[src/rtl/reorder_buffer_if.sv]
// Reorder buffer bus: issue, writeback, operand query and commit signals.
//   master : instruction issue / CDB / register-file side (drives requests)
//   slave  : the reorder buffer itself
// Signals
//   issue_valid/has_rd/rd -> ; issue_ready/issue_tag <-
//   wb_valid/tag/data ->      (common data bus writeback)
//   qry_tag_1/2 ->           ; qry_ready_1/2, qry_data_1/2 <-  (forwarding)
//   commit_signal/rd_tag/rd_data <-                           (rf commit port)
//   count <-                                                  (occupancy)
interface reorder_buffer_if #(
  parameter int unsigned ROB_WIDTH  = 4,
  parameter int unsigned DATA_WIDTH = 32,
  parameter int unsigned REG_WIDTH  = 5
);
  logic                  issue_valid;
  logic                  issue_has_rd;
  logic [REG_WIDTH-1:0]  issue_rd;
  logic                  issue_ready;
  logic [ROB_WIDTH-1:0]  issue_tag;

  logic                  wb_valid;
  logic [ROB_WIDTH-1:0]  wb_tag;
  logic [DATA_WIDTH-1:0] wb_data;

  logic [ROB_WIDTH-1:0]  qry_tag_1;
  logic [ROB_WIDTH-1:0]  qry_tag_2;
  logic                  qry_ready_1;
  logic                  qry_ready_2;
  logic [DATA_WIDTH-1:0] qry_data_1;
  logic [DATA_WIDTH-1:0] qry_data_2;

  logic                  commit_signal;
  logic [ROB_WIDTH-1:0]  commit_rd_tag;
  logic [DATA_WIDTH-1:0] commit_rd_data;
  logic [ROB_WIDTH:0]    count;

  modport master (
    output issue_valid, issue_has_rd, issue_rd, wb_valid, wb_tag, wb_data,
           qry_tag_1, qry_tag_2,
    input  issue_ready, issue_tag, qry_ready_1, qry_ready_2, qry_data_1, qry_data_2,
           commit_signal, commit_rd_tag, commit_rd_data, count
  );

  modport slave (
    input  issue_valid, issue_has_rd, issue_rd, wb_valid, wb_tag, wb_data,
           qry_tag_1, qry_tag_2,
    output issue_ready, issue_tag, qry_ready_1, qry_ready_2, qry_data_1, qry_data_2,
           commit_signal, commit_rd_tag, commit_rd_data, count
  );
endinterface

[src/rtl/reorder_buffer.sv]
// Circular reorder buffer scheduling the register file's single commit port.
// Allocates tags at issue, collects out-of-order writebacks, retires in program
// order (one per cycle) and forwards done-but-uncommitted results to issue.
// Ports
//   clk_in   : clock
//   rst_in   : asynchronous active-high reset
//   rdy_in   : global ready; low freezes all state (flush still acts)
//   flush_in : discard all entries
//   rob      : reorder_buffer_if slave (issue / writeback / query / commit / count)
module reorder_buffer #(
  parameter int unsigned ROB_WIDTH  = 4,
  parameter int unsigned DATA_WIDTH = 32,
  parameter int unsigned REG_WIDTH  = 5
) (
  input  logic           clk_in,
  input  logic           rst_in,
  input  logic           rdy_in,
  input  logic           flush_in,
  reorder_buffer_if.slave rob
);
  localparam int unsigned DEPTH = 2 ** ROB_WIDTH;
  localparam logic [ROB_WIDTH:0] FULL_COUNT = (ROB_WIDTH + 1)'(DEPTH);

  logic [DEPTH-1:0]      busy_q, done_q, has_rd_q;
  logic [DATA_WIDTH-1:0] data_q [DEPTH];
  logic [ROB_WIDTH-1:0]  head_q, head_d, tail_q, tail_d;
  logic [ROB_WIDTH:0]    count_q, count_d;

  logic                  commit_signal_q;
  logic [ROB_WIDTH-1:0]  commit_tag_q;
  logic [DATA_WIDTH-1:0] commit_data_q;

  logic issue_fire, wb_fire, commit_fire;

  assign rob.issue_ready    = (count_q != FULL_COUNT);
  assign rob.issue_tag      = tail_q;
  assign rob.count          = count_q;
  assign rob.commit_signal  = commit_signal_q;
  assign rob.commit_rd_tag  = commit_tag_q;
  assign rob.commit_rd_data = commit_data_q;

  assign issue_fire  = rdy_in & rob.issue_valid & rob.issue_ready;
  // The slot at tail is never busy while not full; the explicit tag check keeps a
  // writeback from ever touching the entry being allocated this cycle.
  assign wb_fire     = rdy_in & rob.wb_valid & busy_q[rob.wb_tag] &
                       ~(issue_fire & (rob.wb_tag == tail_q));
  assign commit_fire = rdy_in & busy_q[head_q] & done_q[head_q];

  always_comb begin
    head_d  = head_q;
    tail_d  = tail_q;
    count_d = count_q;
    if (issue_fire)  tail_d = tail_q + ROB_WIDTH'(1);
    if (commit_fire) head_d = head_q + ROB_WIDTH'(1);
    case ({issue_fire, commit_fire})
      2'b10:   count_d = count_q + (ROB_WIDTH + 1)'(1);
      2'b01:   count_d = count_q - (ROB_WIDTH + 1)'(1);
      default: count_d = count_q;
    endcase
  end

  always_ff @(posedge clk_in or posedge rst_in) begin
    if (rst_in) begin
      head_q          <= '0;
      tail_q          <= '0;
      count_q         <= '0;
      busy_q          <= '0;
      done_q          <= '0;
      has_rd_q        <= '0;
      for (int i = 0; i < DEPTH; i++) data_q[i] <= '0;
      commit_signal_q <= 1'b0;
      commit_tag_q    <= '0;
      commit_data_q   <= '0;
    end else if (flush_in) begin
      head_q          <= '0;
      tail_q          <= '0;
      count_q         <= '0;
      busy_q          <= '0;
      done_q          <= '0;
      commit_signal_q <= 1'b0;
    end else if (rdy_in) begin
      head_q  <= head_d;
      tail_q  <= tail_d;
      count_q <= count_d;
      if (issue_fire) begin
        busy_q[tail_q]   <= 1'b1;
        done_q[tail_q]   <= 1'b0;
        has_rd_q[tail_q] <= rob.issue_has_rd & (rob.issue_rd != REG_WIDTH'(0));
      end
      if (wb_fire) begin
        done_q[rob.wb_tag] <= 1'b1;
        data_q[rob.wb_tag] <= rob.wb_data;
      end
      if (commit_fire) begin
        busy_q[head_q]  <= 1'b0;
        commit_signal_q <= has_rd_q[head_q];
        commit_tag_q    <= head_q;
        commit_data_q   <= data_q[head_q];
      end else begin
        commit_signal_q <= 1'b0;
      end
    end
  end

  // Forwarding: a same-cycle CDB result wins over the stored entry.
  always_comb begin
    rob.qry_ready_1 = 1'b0;
    rob.qry_data_1  = '0;
    rob.qry_ready_2 = 1'b0;
    rob.qry_data_2  = '0;
    if (busy_q[rob.qry_tag_1]) begin
      if (rob.wb_valid && (rob.wb_tag == rob.qry_tag_1)) begin
        rob.qry_ready_1 = 1'b1;
        rob.qry_data_1  = rob.wb_data;
      end else begin
        rob.qry_ready_1 = done_q[rob.qry_tag_1];
        rob.qry_data_1  = data_q[rob.qry_tag_1];
      end
    end
    if (busy_q[rob.qry_tag_2]) begin
      if (rob.wb_valid && (rob.wb_tag == rob.qry_tag_2)) begin
        rob.qry_ready_2 = 1'b1;
        rob.qry_data_2  = rob.wb_data;
      end else begin
        rob.qry_ready_2 = done_q[rob.qry_tag_2];
        rob.qry_data_2  = data_q[rob.qry_tag_2];
      end
    end
  end
endmodule

[src/flat_wrapper.sv]
// flat-port wrapper written by rule: the top's interface ports become plain ports
module reorder_buffer_flat 
#(
  parameter int unsigned ROB_WIDTH  = 4,
  parameter int unsigned DATA_WIDTH = 32,
  parameter int unsigned REG_WIDTH  = 5
)
  (clk_in, rst_in, rdy_in, flush_in, rob_issue_valid, rob_issue_has_rd, rob_issue_rd, rob_wb_valid, rob_wb_tag, rob_wb_data, rob_qry_tag_1, rob_qry_tag_2, rob_issue_ready, rob_issue_tag, rob_qry_ready_1, rob_qry_ready_2, rob_qry_data_1, rob_qry_data_2, rob_commit_signal, rob_commit_rd_tag, rob_commit_rd_data, rob_count);
  reorder_buffer_if #(.ROB_WIDTH(ROB_WIDTH), .DATA_WIDTH(DATA_WIDTH), .REG_WIDTH(REG_WIDTH)) rob_i ();
  input  logic clk_in;
  input  logic rst_in;
  input  logic rdy_in;
  input  logic flush_in;
  input wire logic [$bits(rob_i.issue_valid)-1:0] rob_issue_valid;
  input wire logic [$bits(rob_i.issue_has_rd)-1:0] rob_issue_has_rd;
  input wire logic [$bits(rob_i.issue_rd)-1:0] rob_issue_rd;
  input wire logic [$bits(rob_i.wb_valid)-1:0] rob_wb_valid;
  input wire logic [$bits(rob_i.wb_tag)-1:0] rob_wb_tag;
  input wire logic [$bits(rob_i.wb_data)-1:0] rob_wb_data;
  input wire logic [$bits(rob_i.qry_tag_1)-1:0] rob_qry_tag_1;
  input wire logic [$bits(rob_i.qry_tag_2)-1:0] rob_qry_tag_2;
  output wire logic [$bits(rob_i.issue_ready)-1:0] rob_issue_ready;
  output wire logic [$bits(rob_i.issue_tag)-1:0] rob_issue_tag;
  output wire logic [$bits(rob_i.qry_ready_1)-1:0] rob_qry_ready_1;
  output wire logic [$bits(rob_i.qry_ready_2)-1:0] rob_qry_ready_2;
  output wire logic [$bits(rob_i.qry_data_1)-1:0] rob_qry_data_1;
  output wire logic [$bits(rob_i.qry_data_2)-1:0] rob_qry_data_2;
  output wire logic [$bits(rob_i.commit_signal)-1:0] rob_commit_signal;
  output wire logic [$bits(rob_i.commit_rd_tag)-1:0] rob_commit_rd_tag;
  output wire logic [$bits(rob_i.commit_rd_data)-1:0] rob_commit_rd_data;
  output wire logic [$bits(rob_i.count)-1:0] rob_count;
  assign rob_i.issue_valid = rob_issue_valid;
  assign rob_i.issue_has_rd = rob_issue_has_rd;
  assign rob_i.issue_rd = rob_issue_rd;
  assign rob_i.wb_valid = rob_wb_valid;
  assign rob_i.wb_tag = rob_wb_tag;
  assign rob_i.wb_data = rob_wb_data;
  assign rob_i.qry_tag_1 = rob_qry_tag_1;
  assign rob_i.qry_tag_2 = rob_qry_tag_2;
  assign rob_issue_ready = rob_i.issue_ready;
  assign rob_issue_tag = rob_i.issue_tag;
  assign rob_qry_ready_1 = rob_i.qry_ready_1;
  assign rob_qry_ready_2 = rob_i.qry_ready_2;
  assign rob_qry_data_1 = rob_i.qry_data_1;
  assign rob_qry_data_2 = rob_i.qry_data_2;
  assign rob_commit_signal = rob_i.commit_signal;
  assign rob_commit_rd_tag = rob_i.commit_rd_tag;
  assign rob_commit_rd_data = rob_i.commit_rd_data;
  assign rob_count = rob_i.count;
  reorder_buffer #(.ROB_WIDTH(ROB_WIDTH), .DATA_WIDTH(DATA_WIDTH), .REG_WIDTH(REG_WIDTH)) u_core (.clk_in(clk_in), .rst_in(rst_in), .rdy_in(rdy_in), .flush_in(flush_in), .rob(rob_i));
endmodule
[config.mk]
export PLATFORM = sky130hd
export DESIGN_NAME = reorder_buffer_flat
export DESIGN_NICKNAME = d
export VERILOG_FILES = /design/src/rtl/reorder_buffer_if.sv /design/src/rtl/reorder_buffer.sv /design/src/flat_wrapper.sv
export SDC_FILE = /design/constraint.sdc
export NUM_CORES = 2
export LEC_CHECK = 0
export BUFFER_PORTS_ARGS = -buffer_cell sky130_fd_sc_hd__buf_2
export CORE_UTILIZATION = 52
export CTS_CLUSTER_DIAMETER = 50
export DETAILED_ROUTE_END_ITERATION = 8
export GPL_ROUTABILITY_DRIVEN = 0
export PLACE_DENSITY_LB_ADDON = 0.25
export SLEW_MARGIN = 25
export SYNTH_ARGS = -nofsm -noshare
export SYNTH_HDL_FRONTEND = slang
export SYNTH_SLANG_ARGS = --single-unit
[constraint.sdc]
create_clock -name clk_in -period 47.3 [get_ports clk_in]
set_clock_uncertainty 0.05 [all_clocks]
set_input_delay 7.095 -clock clk_in [delete_from_list [all_inputs] [get_ports clk_in]]
set_output_delay 7.095 -clock clk_in [all_outputs]
set_load 0.005 [all_outputs]
# Word-level counts from Yosys, hierarchy flattened

Cells that the tools add are included.

Magnitude comparators: 13
Reduce and logical (&&, ||, !) cells: 17
Shift-type cells: 0
Multiply operators: 0
$add $sub $neg: 4
Equal/unequal tests: 6
Bitwise logic cells: 21
Divide/modulo/power cells: 0
Muxes and demuxes: 67

Operator list:

| operator                                                           | number |
|---|---|
| bitwise mux 512 bit                                                | 1 |
| binary-select mux 32 bit (select 4 bit)                            | 3 |
| 2-to-1 mux 32 bit                                                  | 11 |
| 2-to-1 mux 16 bit                                                  | 12 |
| demux 32 bit (select 4 bit)                                        | 1 |
| bitwise AND 16 bit                                                 | 2 |
| binary-select mux 1 bit (select 4 bit)                             | 8 |
| inverter 16 bit                                                    | 2 |
| bitwise OR 16 bit                                                  | 2 |
| < comparator 4 x 5 -> 1 bit (second input constant)                | 5 |
| 2-to-1 mux 4 bit                                                   | 6 |
| greater-or-equal comparator 5 bit (second input constant)          | 4 |
| inverter 4 -> 5 bit                                                | 4 |
| 2-to-1 mux 1 bit                                                   | 18 |
| bitwise mux 16 bit                                                 | 1 |
| demux 1 bit (select 4 bit)                                         | 3 |
| equality test 4 bit                                                | 3 |
| greater-or-equal comparator 4 x 1 -> 1 bit (second input constant) | 3 |
| 2-to-1 mux 5 bit                                                   | 2 |
| case mux 5 bit (2 select lines)                                    | 1 |
| bitwise AND 1 bit                                                  | 9 |
| AND reduction 3 bit                                                | 3 |
| adder 4 x 1 -> 4 bit (second input constant)                       | 2 |
| logical AND 1 bit                                                  | 6 |
| other kinds (11)                                                   | 16 |

Register bits after elaboration: 610
Memories kept: 0
Bits of input ports: 56
ROM bits: 0
Bits in latches: 0
Output and inout port bits: 113
Logic and storage cells: 153
Bits in writable memories: 0

# Logic depth before layout (Yosys ltp)

Depth in word-level cells: 13
Mapped depth: 12
Mapped depth without buffers: 11

# Worst setup path before layout

No wires, ideal clock.

Path kind: input to output
Start point: input rob_qry_tag_2[0]
End point: output rob_qry_data_2[1]
Data arrival time: 9099 ps
Data required time: 40155 ps
Stages: 6
Path slack: 31056 ps
Buffers on the path: 2
Cells stage by stage: clkbuf_1 > buf_1 > mux4_2 > mux4_2 > nand2_1 > a21oi_1

Longest elaborated chain between the ends: 6
Elaborated cells on any way between the ends: 10

RTL lines:

| item                                                  | RTL line              | RTL |
|---|---|---|
| start, declared                                       | flat_wrapper.sv:21    | `input wire logic [$bits(rob_i.qry_tag_2)-1:0] rob_qry_tag_2;` |
| inverter 4 -> 5 bit (implied by the code)             | reorder_buffer.sv:126 | `rob.qry_data_2 = data_q[rob.qry_tag_2];` |
| binary-select mux 32 bit (select 4 bit)               | reorder_buffer.sv:126 |  |
| 2-to-1 mux 32 bit (implied by the code) (2 in series) | reorder_buffer.sv:126 |  |
| 2-to-1 mux 32 bit                                     | reorder_buffer.sv:121 | `if (rob.wb_valid && (rob.wb_tag == rob.qry_tag_2)) begin` |
| 2-to-1 mux 32 bit *                                   | reorder_buffer.sv:120 | `if (busy_q[rob.qry_tag_2]) begin` |
| end, declared                                         | flat_wrapper.sv:27    | `output wire logic [$bits(rob_i.qry_data_2)-1:0] rob_qry_data_2;` |

Every way passes the cells marked *; elsewhere a longest branch is shown, timed or not. The select of a mux whose other input is x is not followed.

# Worst setup path after layout

Start point: input rob_qry_tag_2[0]
End point: output rob_qry_data_2[30]

Same word-level chain as after synthesis.

==> results.env <==
SYNTH_WARN=0
DPL.HPWL_UM=60450
POWER.SHARE.SEQUENTIAL_PCT=42.5
WORST_PATH_DOMINANT_CELL_FAMILY='buffers and inverters'
START_KIND='input pin'
FLOORPLAN.INITIALDENSITY_PCT=52.86
YS_SEQ_ELEMENTS=610
WL_PER_CELL_UM=31.53
SYNTH.CELL_AREA_SQ_UM=37280
CLK_LATENCY_PS=630
PLACE_WS_PS=29300
POSTCTSSETUPREPAIRBUFS=0
DIE_H_UM=269.7
P_SW_SHARE_PCT=24.42
NUMBER_OF_GLOBAL_ROUTE_VIAS_BEFORE_REPAIR=25610
SYNTH_NETS=2474
WORST_SLEW_PIN_SLEW_PS=1103
FILLERS=5240
SETUP_VIOLATIONS=0
WORST-PATH-STAGES=9
DIE_AREA_SQ_UM=72760
GRT_PASS1_WL_UM=167900
HOLD-WORST-SLACK_PS=446.4
CTS_MADE_BUFFERS=83
DETAILROUTE.VIA_COUNT=24290
YOSYSTOPAREACELLSHARE_PCT=40.95
RSZ0062_AT_GRT='no'
CLOCK_PIN_SLEW_REPORTED_FOR_THE_WORST_SETUP_AND_HOLD_PATHS_AFTER_CLOCK_TREE_SYNTHESIS_PS=50
BUFFER_PORTS.INSERTED=168
POWER_FRAC_COMB_PCT=5.8
SYNTH.LARGEST_AREA_CELL='sky130_fd_sc_hd__dfrtp_1'
YOSYSSEQAREASHARE_PCT=40.95
TIMING.CRITICAL_PATH.SLOWEST_STAGE_CELL='sky130_fd_sc_hd__buf_4'
FINALNONFILLERCELLS=3467
VDD.IR_DROP.WORST_uV=22.26
MOSTFREQUENTLAYOUTCELLS='sky130_fd_sc_hd__dfrtp_1, sky130_fd_sc_hd__mux4_2, sky130_fd_sc_hd__mux2_2'
P_INT_uW=935.8
REQUIRED_PS=40150
MAX_TRANSITION_VIOLS_FINAL=0
POWER.DENSITY_CELL_AREA_nW_PER_UM2=29.74
POSTSYNTHCELLCOUNT=2408
ROOT_BUFFER='sky130_fd_sc_hd__clkbuf_16'
DOMINANTREGCELLSYNTH='sky130_fd_sc_hd__dfrtp_1'
DRT_FIRST_ITER_VIOLATIONS=2785
YS_TYPES=56
SYNTH.AVG_CELL_AREA_SQ_UM=15.48
FINALHOLDVIOLCOUNT=0
DIE_W_UM=269.7
POWER_mW=1.238
POST_SYNTH_MAIN_AREA_CONTRIBUTORS='sky130_fd_sc_hd__dfrtp_1, sky130_fd_sc_hd__mux4_2, sky130_fd_sc_hd__mux2_2'
VIA_PER_INST=7.006
FIN_NETS=2525
ANTENNA_FOUND_INITIAL=4
CLOCK_POWER_SHARE_PCT=51.7
ROUTE.DETAILED.DRC=0
H-TREE-DEPTH=3
HOLD_BUFFERS=0
GRT_START_MAX_NET_PINS=186
TIMING.SETUP.TNS_PS=0
LEAKAGE_nW=18.43
WORST-PATH-MAX-FANOUT=45
GRT_USE_TOTAL_PCT=30.81
CTS_TREE='built'
POWER_SWITCHING_uW=302.3
SETUP.WORST_PATH.CLASS='in2out'
DRIVE_ABOVE_1_SHARE_PCT=58.61
CAP_VIOLATIONS=0
DPL.CELL_COUNT=3313
OUTCOME='finished clean'
CTS-ROOT-TO-SINK-BUFFERS=3
FINAL_UTIL_PCT=59.04
WORSTHOLDPATHCELLS=1
ARRIVAL_PS=10770
PATH_CELLS='buf_8, buf_4, buf_16, buf_4, mux4_2, mux4_2, nand2_1, a21oi_1, buf_2'
ENDPOINT_KIND='output port'
RR_WORST_DEPTH=8
GLOBALROUTEOVERFLOWTOTAL=0
CORE_AREA_SQ_UM=70510
TOTALWIRELENGTH_UM=109300
TIMING.FINAL.WS_SETUP_PS=29380
NUMCLOCKSINKS=610
MIN_PERIOD_OVER_PERIOD_PCT=37.88
SETUP.REG_TO_REG.WORST_SLACK_PS=42000
FRACTION_OF_SYNTHESIS_FLOPS_USING_AN_ASYNCHRONOUS_SET_OR_RESET_PIN_PCT=100.0
DPL_CELL_AREA_SQ_UM=38750
SYNTH_TO_LAYOUT_AREA_GROWTH_PCT=11.69
FINAL_DESIGN_AREA_NO_FILL_SQ_UM=41630
WP_BUF_INV=5
CRITICAL-PATH-MAX-STAGE-DELAY_PS=800
COUNT_OF_FLIP_FLOPS_WITH_A_BUILT_IN_ENABLE_AFTER_SYNTHESIS=0
FINALCRITICALPERIOD_PS=17920
ANTENNA_VIOLATING_NETS_POST_ROUTE=0
PLACEMENTROWS=97
FMAX_GHz=0.05581
FLOORPLAN.IO_PINS=169
WORST_HOLD_PATH_TYPE='reg2reg'
DR.PASS1.ITERS=7
POSTCTSRESIZEDCELLS=0
MAX-SLEW-MARGIN-REL_PCT=26.48
MOSTFREQUENTLAYOUTCELL='sky130_fd_sc_hd__dfrtp_1'
==> per-layer routing <==
metal	up-vias	GRT usage [%]	routed length [um]	part of all wire, %
met3	264	5.334	9060	8.3
li1	9675	-	-	-
met5	-	0	0	0
met4	0	11.90	3882	3.6
met2	1305	49.43	53640	49
met1	13050	42.28	42720	39
==> registers in the layout, summed over array words and instances, names as in the netlist, 4 cells and up <==
register / count
u_core.rob.count: 5
u_core.busy_q: 16
u_core.done_q: 16
u_core.data_q: 512
u_core.rob.issue_tag: 4
u_core.rob.commit_rd_tag: 4
u_core.head_q: 4
u_core.rob.commit_rd_data: 32
u_core.has_rd_q: 16
==> cell families after synthesis <==
kind of cell | count (synthesis) | synth area share [%]
mux | 1087 | 49.25
xor+xnor | 23 | 0.5773
simple gates | 284 | 3.508
flops | 610 | 40.95
fa+ha+maj | 10 | 0.3356
buf+inv | 264 | 3.236
compound gates | 130 | 2.145
==> final timing paths <==
path,from,endpoint
worst max-delay path,rob_qry_tag_2[0],rob_qry_data_2[30]
worst min-delay path,u_core.rob.commit_rd_data[0],u_core.rob.commit_rd_data[0]
worst max register to register,u_core.head_q[0],u_core.rob.commit_rd_data[13]
worst min register to register,u_core.rob.commit_rd_data[0],u_core.rob.commit_rd_data[0]
max in group asynchronous,rst_in,u_core.rob.commit_rd_data[16]
min in group asynchronous,rst_in,u_core.rob.commit_rd_data[0]
==> area by class of cell <==
type	instances	area [sq um]	area share (%)
Multi-Input combinational cell	1534	20950	50.31
Sequential cell	610	15280	36.69
Clock buffer	111	2375	5.704
Timing Repair Buffer	218	1334	3.204
Tap cell	940	1176	2.825
Clock inverter	40	464.2	1.115
Inverter	12	57.56	0.1382
Antenna cell	2	5.005	0.01202
==> Yosys cell counts (13+ instances only) <==
cell type / count
sky130_fd_sc_hd__xor2_1: 13
sky130_fd_sc_hd__buf_4: 17
sky130_fd_sc_hd__nand2_1: 163
sky130_fd_sc_hd__clkbuf_1: 124
sky130_fd_sc_hd__a21oi_1: 81
sky130_fd_sc_hd__mux4_2: 515
sky130_fd_sc_hd__dfrtp_1: 610
sky130_fd_sc_hd__buf_1: 50
sky130_fd_sc_hd__nand3_1: 20
sky130_fd_sc_hd__buf_2: 49
sky130_fd_sc_hd__mux2_2: 479
sky130_fd_sc_hd__nor2_1: 39
sky130_fd_sc_hd__mux2_4: 87
==> power groups by stage <==
stage               Sequential (mW)  Clock [mW]  Combinational [mW]
detailed placement            0.536           0              0.0714
global placement              0.535           0              0.0696
floorplan                     0.535           0              0.0468
CTS                           0.526       0.649              0.0716
finish                        0.526       0.640              0.0714
global route                  0.526       0.671              0.0767
Power figures use the tool's default switching activity.
